<file path="config.mk">
export PLATFORM = sky130hd
export DESIGN_NAME = key_debounce_pulse
export DESIGN_NICKNAME = d
export VERILOG_FILES = /design/src/rtl/key_debounce_pulse.sv
export SDC_FILE = /design/constraint.sdc
export NUM_CORES = 1
export LEC_CHECK = 0
export CAP_MARGIN = 15
export CORE_MARGIN = 2
export CORE_UTILIZATION = 44
export CTS_CLUSTER_DIAMETER = 100
export DETAILED_ROUTE_END_ITERATION = 7
export PLACE_DENSITY = 0.68
export SETUP_SLACK_MARGIN = 0.4
export SLEW_MARGIN = 30
export SYNTH_ARGS = -nofsm -noshare
export SYNTH_HDL_FRONTEND = slang
export SYNTH_SLANG_ARGS = --single-unit
</file>
<file path="constraint.sdc">
create_clock -name clk -period 4.2 [get_ports clk]
set_input_delay 0.42 -clock clk [delete_from_list [all_inputs] [get_ports clk]]
set_output_delay 0.42 -clock clk [all_outputs]
set_load 0.02 [all_outputs]
</file>
<file path="src/rtl/key_debounce_pulse.sv">
// Two-key pushbutton debouncer: per-key synchronizer and debounce FSM, producing
// one-cycle press pulses (step/load) and debounced key levels.
module key_debounce_pulse #(
  parameter int CNT_W           = 20,
  parameter int DEBOUNCE_CYCLES = 500000
) (
  input  logic       clk,
  input  logic       reset,
  input  logic [1:0] key_n,
  output logic       step_pulse,
  output logic       load_pulse,
  output logic [1:0] key_level
);

  localparam logic [CNT_W-1:0] LAST = CNT_W'(DEBOUNCE_CYCLES - 1);

  typedef enum logic [1:0] {
    IDLE         = 2'd0,
    PRESS_WAIT   = 2'd1,
    HELD         = 2'd2,
    RELEASE_WAIT = 2'd3
  } state_t;

  logic [1:0]       r_sync1;
  logic [1:0]       r_sync2;
  logic [1:0]       w_dn;
  state_t           r_state     [2];
  state_t           w_state_nxt [2];
  logic [CNT_W-1:0] r_cnt       [2];
  logic [CNT_W-1:0] w_cnt_nxt   [2];
  logic [1:0]       w_press;
  logic [1:0]       w_level_nxt;
  logic             r_step;
  logic             r_load;
  logic [1:0]       r_level;

  // Synchronizer stage; released (1) is the safe reset value
  always_ff @(posedge clk) begin
    if (reset) begin
      r_sync1 <= 2'b11;
      r_sync2 <= 2'b11;
    end else begin
      r_sync1 <= key_n;
      r_sync2 <= r_sync1;
    end
  end

  assign w_dn = ~r_sync2;

  // Debounce FSM stage: counter only advances while it is below LAST, so it never wraps
  always_comb begin
    w_press     = 2'b00;
    w_level_nxt = 2'b00;
    for (int i = 0; i < 2; i++) begin
      w_state_nxt[i] = r_state[i];
      w_cnt_nxt[i]   = r_cnt[i];
      case (r_state[i])
        IDLE: begin
          if (w_dn[i]) begin
            w_state_nxt[i] = PRESS_WAIT;
            w_cnt_nxt[i]   = '0;
          end
        end
        PRESS_WAIT: begin
          if (!w_dn[i]) begin
            w_state_nxt[i] = IDLE;
          end else if (r_cnt[i] == LAST) begin
            w_state_nxt[i] = HELD;
            w_press[i]     = 1'b1;
          end else begin
            w_cnt_nxt[i] = r_cnt[i] + CNT_W'(1);
          end
        end
        HELD: begin
          if (!w_dn[i]) begin
            w_state_nxt[i] = RELEASE_WAIT;
            w_cnt_nxt[i]   = '0;
          end
        end
        RELEASE_WAIT: begin
          if (w_dn[i]) begin
            w_state_nxt[i] = HELD;
          end else if (r_cnt[i] == LAST) begin
            w_state_nxt[i] = IDLE;
          end else begin
            w_cnt_nxt[i] = r_cnt[i] + CNT_W'(1);
          end
        end
        default: begin
          w_state_nxt[i] = IDLE;
          w_cnt_nxt[i]   = '0;
        end
      endcase
      w_level_nxt[i] = (w_state_nxt[i] == HELD) || (w_state_nxt[i] == RELEASE_WAIT);
    end
  end

  // Output stage: a simultaneous press favours load, the step press is dropped
  always_ff @(posedge clk) begin
    if (reset) begin
      for (int i = 0; i < 2; i++) begin
        r_state[i] <= IDLE;
        r_cnt[i]   <= '0;
      end
      r_step  <= 1'b0;
      r_load  <= 1'b0;
      r_level <= 2'b00;
    end else begin
      for (int i = 0; i < 2; i++) begin
        r_state[i] <= w_state_nxt[i];
        r_cnt[i]   <= w_cnt_nxt[i];
      end
      r_step  <= w_press[0] & ~w_press[1];
      r_load  <= w_press[1];
      r_level <= w_level_nxt;
    end
  end

  assign step_pulse = r_step;
  assign load_pulse = r_load;
  assign key_level  = r_level;

endmodule
</file>
* Yosys cells after proc, flatten, opt, wreduce, memory -nomap -nowiden
Memories as Yosys holds them, arrays and structs flattened.
Cells that the tools add are included.
** Word-level totals
- Register bits :: 8
- Latch bits :: 0
- Memory bits (writable) :: 44
- Memory bits (read-only) :: 0
- Input port bits :: 4
- Output and inout bits :: 4
- Logic and storage cells :: 71
- Memories kept :: 2
** Memories
- r_cnt :: words 2, width 20, rd ports 2, clocked after memory_dff 0, write ports 2, line 29 : logic [CNT_W-1:0] r_cnt [2];
- r_state :: words 2, width 2, rd ports 2, clocked after memory_dff 0, write ports 2, line 27 : state_t r_state [2];
** Cells by class
- $add $sub $neg :: 2
- $mul :: 0
- Divide/modulo/power cells :: 0
- Magnitude comparators :: 0
- Equal/unequal tests :: 12
- Shift operators :: 0
- Muxes and demuxes :: 39
- Bitwise logic cells :: 7
- Reduce and logical (&&, ||, !) cells :: 4
** Operator list (count)
- 20-bit 2-to-1 mux :: 12
- 20-bit case mux with 4 select lines :: 2
- 20-bit by 1-bit adder with 20-bit output, second input constant :: 2
- 20-bit by 19-bit equality test with 1-bit output, second input constant :: 2
- 2-bit 2-to-1 mux :: 14
- 2-bit equality test, second input constant :: 8
- 2-bit case mux with 4 select lines :: 2
- 1-bit 2-to-1 mux :: 9
- 2-bit by 1-bit equality test with 1-bit output, second input constant :: 2
- 2-bit zero test :: 2
- 1-bit OR :: 4
- 1-bit logical OR :: 2
- 2-bit inverter :: 1
- 1-bit bitwise AND :: 1
- 1-bit inverter :: 1

* Depth between registers and ports, before layout
- Word-level depth :: 6
- Mapped depth :: 7
- Gate-level depth less buffers :: 6

* Worst setup path after synthesis
OpenSTA, ideal clock, no wires.
- Path kind :: reg2reg
- Start point :: memory r_cnt[1][9] (netlist: r_cnt[0][29])
- End point :: memory r_cnt[1][4] (netlist: r_cnt[0][24])
- Library setup time :: 70 ps
- Arrival time :: 1946 ps
- Required time :: 4130 ps
- Path slack :: 2184 ps
- Cell stages (with the launch flop) :: 7
- Buffers on the path :: 1
- Period minus slack after synthesis :: 2016 ps
- Cell sequence :: dfxtp_1 or4b_1 or4_4 o21ai_4 buf_6 o21ai_0 a21oi_1
** RTL lines (line)
- from (decl) :: 29

==> metrics.txt <==
status=complete, no violations; Clock Sinks=51; Async SR Flop Fraction=0%; critical path data arrival time=2.41 ns; Critical Path RT=4.37 ns; Primary FF master, synth=dfxtp_1; NumNets Final=286; top cells by count, synth=51 x dfxtp_1, 37 x nor2_1, 20 x a21oi_1, 20 x nand2_1; Post-synth EDFFs=0; Final Max Tran Viols=0; Starting Density=45.7%; Setup Crit Path Kind=register to register; worst-path maximum fanout=18; CTS hold repair buffers=0; io pins=8; Mapped Nets=278; Final Cycle Share=53.2%; total number of vias=between 1500 and 2000; post-CTS setup buffer count=0; Hold Path Class=register to register; Max rail drop VDD=0.000208 V; register area share after synthesis=43.8%; Final ANT Viol Nets=0; ant diodes=0; Remaining DRCs=0; CP max stage cell=or4_4; crit path time final=approximately 2.2 ns; register bit total from synthesis=51; first-pass GRT wire length=between 8000 and 9000 um; total core area=slightly above 5000 sq um; post-CTS resize count=0; post-synth top area cell=dfxtp_1; Slew @ Worst Pin=just under 0.6 ns; CTS tree=done; GRT Total Usage=17.5%; Max Cap Violations=0; Clock Skews=0.00987 ns; FMAX=between 400 and 500 MHz; final hold vios=0; gpl congestion=~0.85; crit end category=register; number of fill cells=slightly above 500; grt total ovfl=0; initial antenna violation count=0; Worst path max stage delay=0.58 ns; DRT Wirelength=about 4800 um; vias in the first global route=1876; Ys Warns=0; DRT iter0 DRCs=between 80 and 90; unrepaired setup endpoints after global routing=false; drt first pass iters=4; Final Instance Area=2550 sq um; CP startpoint kind=register; fraction of layout instances using a drive strength above 1=10.7%; Final TNS setup=0 ns; leakage=0.772 nW; CTS max path bufs=2; root buf cell=clkbuf_8; port bufs=7; Placement Cell Area=2440 sq um; Synth Cell Area=2330 sq um; Synth top area share=43.8%; most common cell in the netlist=dfxtp_1; worst skew pair latency=0.31 ns; Cell Chain, Critical Path=or4b_1, or4_4, o21ai_4, or4_2, a21oi_1; Rows=26; Slew Limit Headroom=between 60% and 70%; top cells by area, synth=dfxtp_1 44%, xor2_1 6.0%, nor2_1 6.0%; setup violators final=0; area grow syn2layout=9.39%; post-synth cell types=41; Synth Instances=272; PD cells=322 nW/um^2; syn_area_per_cell=8.57 sq um; CTS clk-pin slew, worst paths=0.10 ns; largest net degree at the start of global routing=19; drt wl/cell=13.6 um; H-tree Lvls=2; Die Height=between 70 and 80 um; die area=5900 sq um; Die Wd=76.8 um; vias per inst=5.60; Inserted Clock Buffers=5; HPWL Detailed=between 3000 and 4000 um
[cells by family (layout without fill, tap and decap cells)]
kind of cell,Yosys count,in the layout,synth area share (%)
simple gates,140,140,32.0
flops,51,51,43.8
compound gates,44,44,10.9
xor+xnor,25,25,9.39
buf+inv,10,19,2.90
fa+ha+maj,2,2,1.07
[placed cells by master, fill, tap and decap left out, drive strengths merged, types with 2 or more instances in the layout]
cell type,n
and3,5
nand3,16
a21oi,20
clkbuf,7
clkdlybuf4s50,7
or2,6
o21ai,16
ha,2
o2111ai,2
xor2,16
nor2,37
xnor2,9
inv,3
nor3,9
dfxtp,51
nand4,14
nor4,3
nand2,20
a211oi,2
and4,3
or3,18
or4,3
[routing by layer]
metal | up-vias | wire length [um] | track usage [%]
met5 | - | 0 | 0
met4 | 0 | 42 | 6.00
met3 | 4 | 183 | 3.65
met2 | 30 | 2100 | 27.5
met1 | 941 | 2440 | 24.0
li1 | 990 | - | -
[final timing paths]
path / from / end / slack (ns) / cells past startpoint
worst max register to register: r_cnt[0][29] / r_cnt[0][30] / 1.97 / 5
worst max-delay path: r_cnt[0][29] / r_cnt[0][30] / 1.97 / 5
worst min register to register: r_sync1[1] / r_sync2[1] / 0.41 / 1
worst min-delay path: r_sync1[1] / r_sync2[1] / 0.41 / 1
[cell type report]
class,count,area [sq um],area share [%]
well taps,70,87.6,3.43
inverters,3,11.3,0.441
clock buffers,7,96.3,3.78
multi-input cells,211,1250,49.0
clock inverters,1,7.51,0.294
flip-flops and latches,51,1020,40.0
repair buffers,8,77.6,3.04
[where the power goes]
group,total (mW),switching [mW],internal [mW]
clock network,0.314,0.163,0.150
registers,0.487,0.00193,0.486
logic,0.0214,0.0144,0.00702
total,0.822,0.180,0.643
[state kept, by name (all words and copies together) (netlist names)]
signal and cells:
key_level 2, load_pulse 1, r_cnt 40, r_state 3, r_sync1 2, r_sync2 2, step_pulse 1
[per-stage QoR]
step	util (%)	std cells	worst slack, ns	total power [mW]	hold WS, ns
after floorplan	-	272	2.18	0.515	0.389
after global placement	47.8	343	2.04	0.520	0.395
after detailed placement	47.8	343	1.95	0.520	0.403
after CTS	49.8	351	1.96	0.831	0.419
after global routing	50.0	351	1.85	0.852	0.429
final	50.0	351	1.97	0.822	0.412
[critical path: cells and delay by family (launching register included)]
family	cells	cell delay [ns]
flip-flops	1	0.36
AND/OR/NAND/NOR	3	1.33
AO/OA/AOI/OAI	2	0.42
(Power assumes the default switching activity.)
